[src/rtl/pipe_hazard_ctrl_if.sv]
// rtl/pipe_hazard_ctrl_if.sv - pipeline hazard status inputs and stage control outputs
interface pipe_hazard_ctrl_if;
   logic        d_valid;
   logic [4:0]  d_rs;
   logic [4:0]  d_rt;
   logic [4:0]  e_dst;
   logic        e_reg_write;
   logic        e_mem_to_reg;
   logic [4:0]  m_dst;
   logic        m_reg_write;
   logic [4:0]  w_dst;
   logic        w_reg_write;
   logic        branch_judge;
   logic        dreq_valid;
   logic        dresp_ready;
   logic        fetch_enable;
   logic        decode_enable;
   logic        execute_enable;
   logic        memory_enable;
   logic        writeback_enable;
   logic        flush_decode;
   logic        flush_execute;
   logic [1:0]  fwd_a;
   logic [1:0]  fwd_b;
   logic [1:0]  state;
   logic [15:0] stall_count;

   modport master (
      output d_valid, d_rs, d_rt, e_dst, e_reg_write, e_mem_to_reg,
             m_dst, m_reg_write, w_dst, w_reg_write,
             branch_judge, dreq_valid, dresp_ready,
      input  fetch_enable, decode_enable, execute_enable, memory_enable, writeback_enable,
             flush_decode, flush_execute, fwd_a, fwd_b, state, stall_count
   );

   modport slave (
      input  d_valid, d_rs, d_rt, e_dst, e_reg_write, e_mem_to_reg,
             m_dst, m_reg_write, w_dst, w_reg_write,
             branch_judge, dreq_valid, dresp_ready,
      output fetch_enable, decode_enable, execute_enable, memory_enable, writeback_enable,
             flush_decode, flush_execute, fwd_a, fwd_b, state, stall_count
   );
endinterface

[src/rtl/pipe_hazard_ctrl.sv]
// rtl/pipe_hazard_ctrl.sv - stall/flush/forwarding control for a five-stage pipeline
module pipe_hazard_ctrl (
   input  logic               clk,
   input  logic               reset,
   pipe_hazard_ctrl_if.slave  hz
);
   typedef enum logic [1:0] {
      RUN        = 2'b00,
      LOAD_STALL = 2'b01,
      BR_FLUSH   = 2'b10,
      MEM_WAIT   = 2'b11
   } state_t;

   state_t      cur_state;
   state_t      nxt_state;
   logic [4:0]  en;
   logic        fl_d;
   logic        fl_e;
   logic [15:0] stall_cnt;
   logic        load_use;
   logic        mem_block;

   function automatic logic [1:0] fwd_sel(input logic [4:0] src,
                                          input logic [4:0] mdst, input logic mwr,
                                          input logic [4:0] wdst, input logic wwr);
      if (mwr && mdst != 5'd0 && mdst == src)
         return 2'b01;
      else if (wwr && wdst != 5'd0 && wdst == src)
         return 2'b10;
      else
         return 2'b00;
   endfunction

   assign load_use  = hz.d_valid & hz.e_mem_to_reg & hz.e_reg_write & (hz.e_dst != 5'd0) &
                      ((hz.e_dst == hz.d_rs) | (hz.e_dst == hz.d_rt));
   assign mem_block = hz.dreq_valid & ~hz.dresp_ready;

   // Stage controls are Mealy: a stall must freeze the pipe in the same cycle the hazard is seen.
   always_comb begin
      en        = 5'b11111;
      fl_d      = 1'b0;
      fl_e      = 1'b0;
      nxt_state = RUN;
      if (!reset) begin
         en   = 5'b00000;
         fl_d = 1'b1;
         fl_e = 1'b1;
      end else begin
         case (cur_state)
            RUN: begin
               if (mem_block) begin
                  en        = 5'b00000;
                  nxt_state = MEM_WAIT;
               end else if (hz.branch_judge) begin
                  fl_d      = 1'b1;
                  fl_e      = 1'b1;
                  nxt_state = BR_FLUSH;
               end else if (load_use) begin
                  en        = 5'b00011;
                  nxt_state = LOAD_STALL;
               end
            end
            LOAD_STALL: begin
               if (mem_block) begin
                  en        = 5'b00000;
                  nxt_state = MEM_WAIT;
               end
            end
            BR_FLUSH: begin
               if (mem_block) begin
                  en        = 5'b00000;
                  nxt_state = MEM_WAIT;
               end else begin
                  fl_d = 1'b1;
               end
            end
            MEM_WAIT: begin
               en        = {5{hz.dresp_ready}};
               nxt_state = hz.dresp_ready ? RUN : MEM_WAIT;
            end
            default: nxt_state = RUN;
         endcase
      end
   end

   always_ff @(posedge clk) begin
      if (!reset) begin
         cur_state <= RUN;
         stall_cnt <= 16'd0;
      end else begin
         cur_state <= nxt_state;
         if (!en[4] && stall_cnt != 16'hFFFF)
            stall_cnt <= stall_cnt + 16'd1;
      end
   end

   assign hz.fetch_enable     = en[4];
   assign hz.decode_enable    = en[3];
   assign hz.execute_enable   = en[2];
   assign hz.memory_enable    = en[1];
   assign hz.writeback_enable = en[0];
   assign hz.flush_decode     = fl_d;
   assign hz.flush_execute    = fl_e;
   assign hz.fwd_a            = fwd_sel(hz.d_rs, hz.m_dst, hz.m_reg_write, hz.w_dst, hz.w_reg_write);
   assign hz.fwd_b            = fwd_sel(hz.d_rt, hz.m_dst, hz.m_reg_write, hz.w_dst, hz.w_reg_write);
   assign hz.state            = cur_state;
   assign hz.stall_count      = stall_cnt;
endmodule

[src/flat_wrapper.sv]
// flat-port wrapper written by rule: the top's interface ports become plain ports
module pipe_hazard_ctrl_flat 
  (clk, reset, hz_d_valid, hz_d_rs, hz_d_rt, hz_e_dst, hz_e_reg_write, hz_e_mem_to_reg, hz_m_dst, hz_m_reg_write, hz_w_dst, hz_w_reg_write, hz_branch_judge, hz_dreq_valid, hz_dresp_ready, hz_fetch_enable, hz_decode_enable, hz_execute_enable, hz_memory_enable, hz_writeback_enable, hz_flush_decode, hz_flush_execute, hz_fwd_a, hz_fwd_b, hz_state, hz_stall_count);
  pipe_hazard_ctrl_if hz_i ();
  input  logic clk;
  input  logic reset;
  input wire logic [$bits(hz_i.d_valid)-1:0] hz_d_valid;
  input wire logic [$bits(hz_i.d_rs)-1:0] hz_d_rs;
  input wire logic [$bits(hz_i.d_rt)-1:0] hz_d_rt;
  input wire logic [$bits(hz_i.e_dst)-1:0] hz_e_dst;
  input wire logic [$bits(hz_i.e_reg_write)-1:0] hz_e_reg_write;
  input wire logic [$bits(hz_i.e_mem_to_reg)-1:0] hz_e_mem_to_reg;
  input wire logic [$bits(hz_i.m_dst)-1:0] hz_m_dst;
  input wire logic [$bits(hz_i.m_reg_write)-1:0] hz_m_reg_write;
  input wire logic [$bits(hz_i.w_dst)-1:0] hz_w_dst;
  input wire logic [$bits(hz_i.w_reg_write)-1:0] hz_w_reg_write;
  input wire logic [$bits(hz_i.branch_judge)-1:0] hz_branch_judge;
  input wire logic [$bits(hz_i.dreq_valid)-1:0] hz_dreq_valid;
  input wire logic [$bits(hz_i.dresp_ready)-1:0] hz_dresp_ready;
  output wire logic [$bits(hz_i.fetch_enable)-1:0] hz_fetch_enable;
  output wire logic [$bits(hz_i.decode_enable)-1:0] hz_decode_enable;
  output wire logic [$bits(hz_i.execute_enable)-1:0] hz_execute_enable;
  output wire logic [$bits(hz_i.memory_enable)-1:0] hz_memory_enable;
  output wire logic [$bits(hz_i.writeback_enable)-1:0] hz_writeback_enable;
  output wire logic [$bits(hz_i.flush_decode)-1:0] hz_flush_decode;
  output wire logic [$bits(hz_i.flush_execute)-1:0] hz_flush_execute;
  output wire logic [$bits(hz_i.fwd_a)-1:0] hz_fwd_a;
  output wire logic [$bits(hz_i.fwd_b)-1:0] hz_fwd_b;
  output wire logic [$bits(hz_i.state)-1:0] hz_state;
  output wire logic [$bits(hz_i.stall_count)-1:0] hz_stall_count;
  assign hz_i.d_valid = hz_d_valid;
  assign hz_i.d_rs = hz_d_rs;
  assign hz_i.d_rt = hz_d_rt;
  assign hz_i.e_dst = hz_e_dst;
  assign hz_i.e_reg_write = hz_e_reg_write;
  assign hz_i.e_mem_to_reg = hz_e_mem_to_reg;
  assign hz_i.m_dst = hz_m_dst;
  assign hz_i.m_reg_write = hz_m_reg_write;
  assign hz_i.w_dst = hz_w_dst;
  assign hz_i.w_reg_write = hz_w_reg_write;
  assign hz_i.branch_judge = hz_branch_judge;
  assign hz_i.dreq_valid = hz_dreq_valid;
  assign hz_i.dresp_ready = hz_dresp_ready;
  assign hz_fetch_enable = hz_i.fetch_enable;
  assign hz_decode_enable = hz_i.decode_enable;
  assign hz_execute_enable = hz_i.execute_enable;
  assign hz_memory_enable = hz_i.memory_enable;
  assign hz_writeback_enable = hz_i.writeback_enable;
  assign hz_flush_decode = hz_i.flush_decode;
  assign hz_flush_execute = hz_i.flush_execute;
  assign hz_fwd_a = hz_i.fwd_a;
  assign hz_fwd_b = hz_i.fwd_b;
  assign hz_state = hz_i.state;
  assign hz_stall_count = hz_i.stall_count;
  pipe_hazard_ctrl u_core (.clk(clk), .reset(reset), .hz(hz_i));
endmodule
[config.mk]
export PLATFORM = sky130hd
export DESIGN_NAME = pipe_hazard_ctrl_flat
export DESIGN_NICKNAME = d
export VERILOG_FILES = /design/src/rtl/pipe_hazard_ctrl_if.sv /design/src/rtl/pipe_hazard_ctrl.sv /design/src/flat_wrapper.sv
export SDC_FILE = /design/constraint.sdc
export NUM_CORES = 1
export LEC_CHECK = 0
export BUFFER_PORTS_ARGS = -buffer_cell sky130_fd_sc_hd__buf_2
export CAP_MARGIN = 30
export CORE_MARGIN = 5
export CORE_UTILIZATION = 47
export DETAILED_ROUTE_END_ITERATION = 12
export PLACE_DENSITY = 0.88
export SYNTH_ARGS = -nofsm -noshare
export SYNTH_HDL_FRONTEND = slang
export SYNTH_SLANG_ARGS = --single-unit
[constraint.sdc]
create_clock -name clk -period 2.3 [get_ports clk]
set_clock_uncertainty 0.05 [all_clocks]
set_input_delay 0.345 -clock clk [delete_from_list [all_inputs] [get_ports clk]]
set_output_delay 0.345 -clock clk [all_outputs]
set_load 0.02 [all_outputs]
==> flow_summary_export.csv <==
group,metric,value,unit
run_status,status,"complete, no violations",
drt,first_pass_iters,4,
drt,vias,1562,
synth,synthTopCellsByArea,"dfxtp_1 25%, xnor2_1 10%, xor2_1 8.6%",
drt,drt_iter0_markers,69,
timing,final_max_slew_viol_count,0,
layout,syn2layout_area_growth,31.6,%
drt,top_layer,"met4",
clocking,htreeDepth,1,
synth,synth_top_cell_area_share,0.254,
pwr,power.density,421,nW/um2
timing,tns,0,ps
drt,met2_length,1950,um
drt,wl_met3,338,um
drt,drc,0,
global_routing,gr-usage-all-layers,0.190,
critical_path,r2r_start,"u_core.hz.state[0]",
global_routing,grt_antenna_before_repair,0,
synth,synth.distinct_cells,37,
clocking,clk_pin_slew_worst_paths,100,ps
synth,async_flop_share,0,
synth,synth.avg_cell_area,8.21,um2
timing,fmax,0.458,GHz
pwr,leakagePower,0.794,nW
drt,wl_met1,1600,um
synth,yosysTopAreaCell,"dfxtp_1",
clocking,cts_hold_buffers,0,
clocking,tritoncts,"done",
critical_path,start_kind,"register",
clocking,cts.sinks,18,
drt,viasPerCell,5.79,
floorplan,io_pins,64,
critical_path,cp_max_fo,5,
critical_path,end_kind,"output port",
drt,routedWlPerCell,14.9,um
timing,max_slew_margin,0.697,
synth,synthFlopType,"dfxtp_1",
synth,synth_seq_cells,18,
min_path,hold_end,"u_core.hz.state[1]",
timing,tightest_slew,451,ps
synth,ys_top_cells_by_count,"18 x dfxtp_1, 17 x xnor2_1, 14 x xor2_1",
global_routing,grt_max_degree,23,
flow_run,maxCapViolCount,0,
synth,synth_fp_nets,212,
placed_design,place_congestion,0.781,
synth,yosysWarnings,0,
timing,period_minus_slack,2180,ps
timing,rsz0062_at_grt,"no",
pwr,power,0.788,mW
global_routing,first_global_vias,1506,
clocking,ctsRootBufferMaster,"clkbuf_4",
drt,detail-route-antenna-nets,0,
clocking,cts_buffer_depth,2,
floorplan,rows,20,
layout,multi_input_area,1030,um2
layout,regArea,363,um2
layout,drive_gt1_frac,0.367,
pwr,ir_drop,0.347,mV
timing,setup_viol,0,
critical_path,criticalPathCategory,"reg2out",
drt,drt-total-wl,4020,um
placed_design,dpl.hpwl,3270,um
synth,synth_edf_count,0,
critical_path,reg2reg_slack,120,ps
clocking,clk_latency,300,ps
critical_path,ff2ff_path_depth,9,
clocking,numCtsBuffers,3,
placed_design,io_buffers,63,
timing,fin_crit_sh,0.949,
critical_path,cp_data_required_time,1900,ps
floorplan,die_h,65.0,um
floorplan,fp.dieArea,4220,um2
synth,yosysMostFrequentCell,"dfxtp_1",
synth,netlist_area,1420,um2
critical_path,arrival,1790,ps
floorplan,dieWidth,65.0,um
min_path,hp-start,"hz_branch_judge",
min_path,hold_depth,3,
timing,finalHoldViolations,0,
layout,layout.nets,277,
layout,nFillCells,289,
critical_path,r2r_end,"u_core.hz.stall_count[15]",
global_routing,grt_remaining_overflow,0,
layout,antenna_cells,0,
synth,syn-instance-count,173,
floorplan,initial_core_util,0.477,
min_path,worstHoldPathType,"in2reg",
synth,ys_seq_area_frac,0.254,
floorplan,core,2980,um2
global_routing,grt_pass1_wl,6420,um
timing,holdWs,283,ps
placed cells by master, fill, tap and decap left out, types with 3 or more instances in the layout:
cell type,n
nand3_1,12
inv_1,6
dfxtp_1,16
xnor2_1,17
buf_2,60
or4_1,10
nor2_1,5
nor4_2,3
nand2_1,9
buf_6,3
ha_1,3
a21oi_2,6
nor4_1,3
xor2_1,14
or3_1,7
a21oi_1,10
clkbuf_4,3
o31ai_1,5
o21ai_1,6
buf_4,3
nand4_1,4
o21ai_0,6
how the worst max path moves through the flow:
stage	start	endpoint	slack, ps	cells past startpoint
detailed placement	hz_m_dst[0]	hz_fwd_b[1]	50	6
global route	u_core.hz.state[1]	hz_decode_enable	10	6
floorplan	u_core.hz.state[0]	u_core.hz.stall_count[5]	30	9
CTS	u_core.hz.state[0]	hz_execute_enable	9	6
global placement	hz_m_dst[0]	hz_fwd_b[1]	100	6
finish	u_core.hz.state[0]	hz_execute_enable	120	6
stage by stage:
stage | instances | worst slack, ps | utilization | cell area [um2]
2_1_floorplan | 173 | 34.7 | - | 1460
3_3_place_gp | 265 | 99.7 | 0.600 | 1790
3_5_place_dp | 265 | 53.7 | 0.600 | 1790
4_1_cts | 269 | 8.91 | 0.613 | 1820
5_1_grt | 270 | 11.5 | 0.628 | 1870
6_report | 270 | 117 | 0.628 | 1870
timing repair:
action                                  CTS  global route
gates resized for setup                   0             9
setup buffers                             0             1
endpoints found under the setup margin    0            11
cell families after synthesis:
kind of cell               synth area share
muxes                               0.00705
xor gates and xnor gates              0.191
DFF                                   0.254
adders and majority gates            0.0352
buffers and inverters                0.0590
and+or+nand+nor                       0.259
AOI/OAI and AO/OA                     0.195
routing by layer:
layer	vias up	GRT usage
met5	-	0
met4	0	0.0923
met3	15	0.0381
met2	68	0.337
met1	716	0.213
li1	763	-
power by group:
part | total [mW] | internal (mW) | switching (mW)
registers | 0.332 | 0.321 | 0.0102
logic | 0.257 | 0.115 | 0.141
clock network | 0.200 | 0.0968 | 0.103
final cells by class:
cell class                 count  share of cell area
timing repair buffer          67               0.201
clock buffer                   4              0.0194
sequential                    18               0.194
tap                           33              0.0221
inverter                       6              0.0120
multi-input combinational    142               0.551
critical path, cell delays in order, from the launching register on:
cell	delay, ps
dfxtp_2	360
inv_1	80
ha_4	280
o21bai_1	80
a21oi_2	230
a21boi_4	300
buf_6	150
state kept, by name, indices dropped and copies added (netlist names):
signal / cells
u_core.hz.stall_count: 16
u_core.hz.state: 2
(Power assumes the default switching activity.)
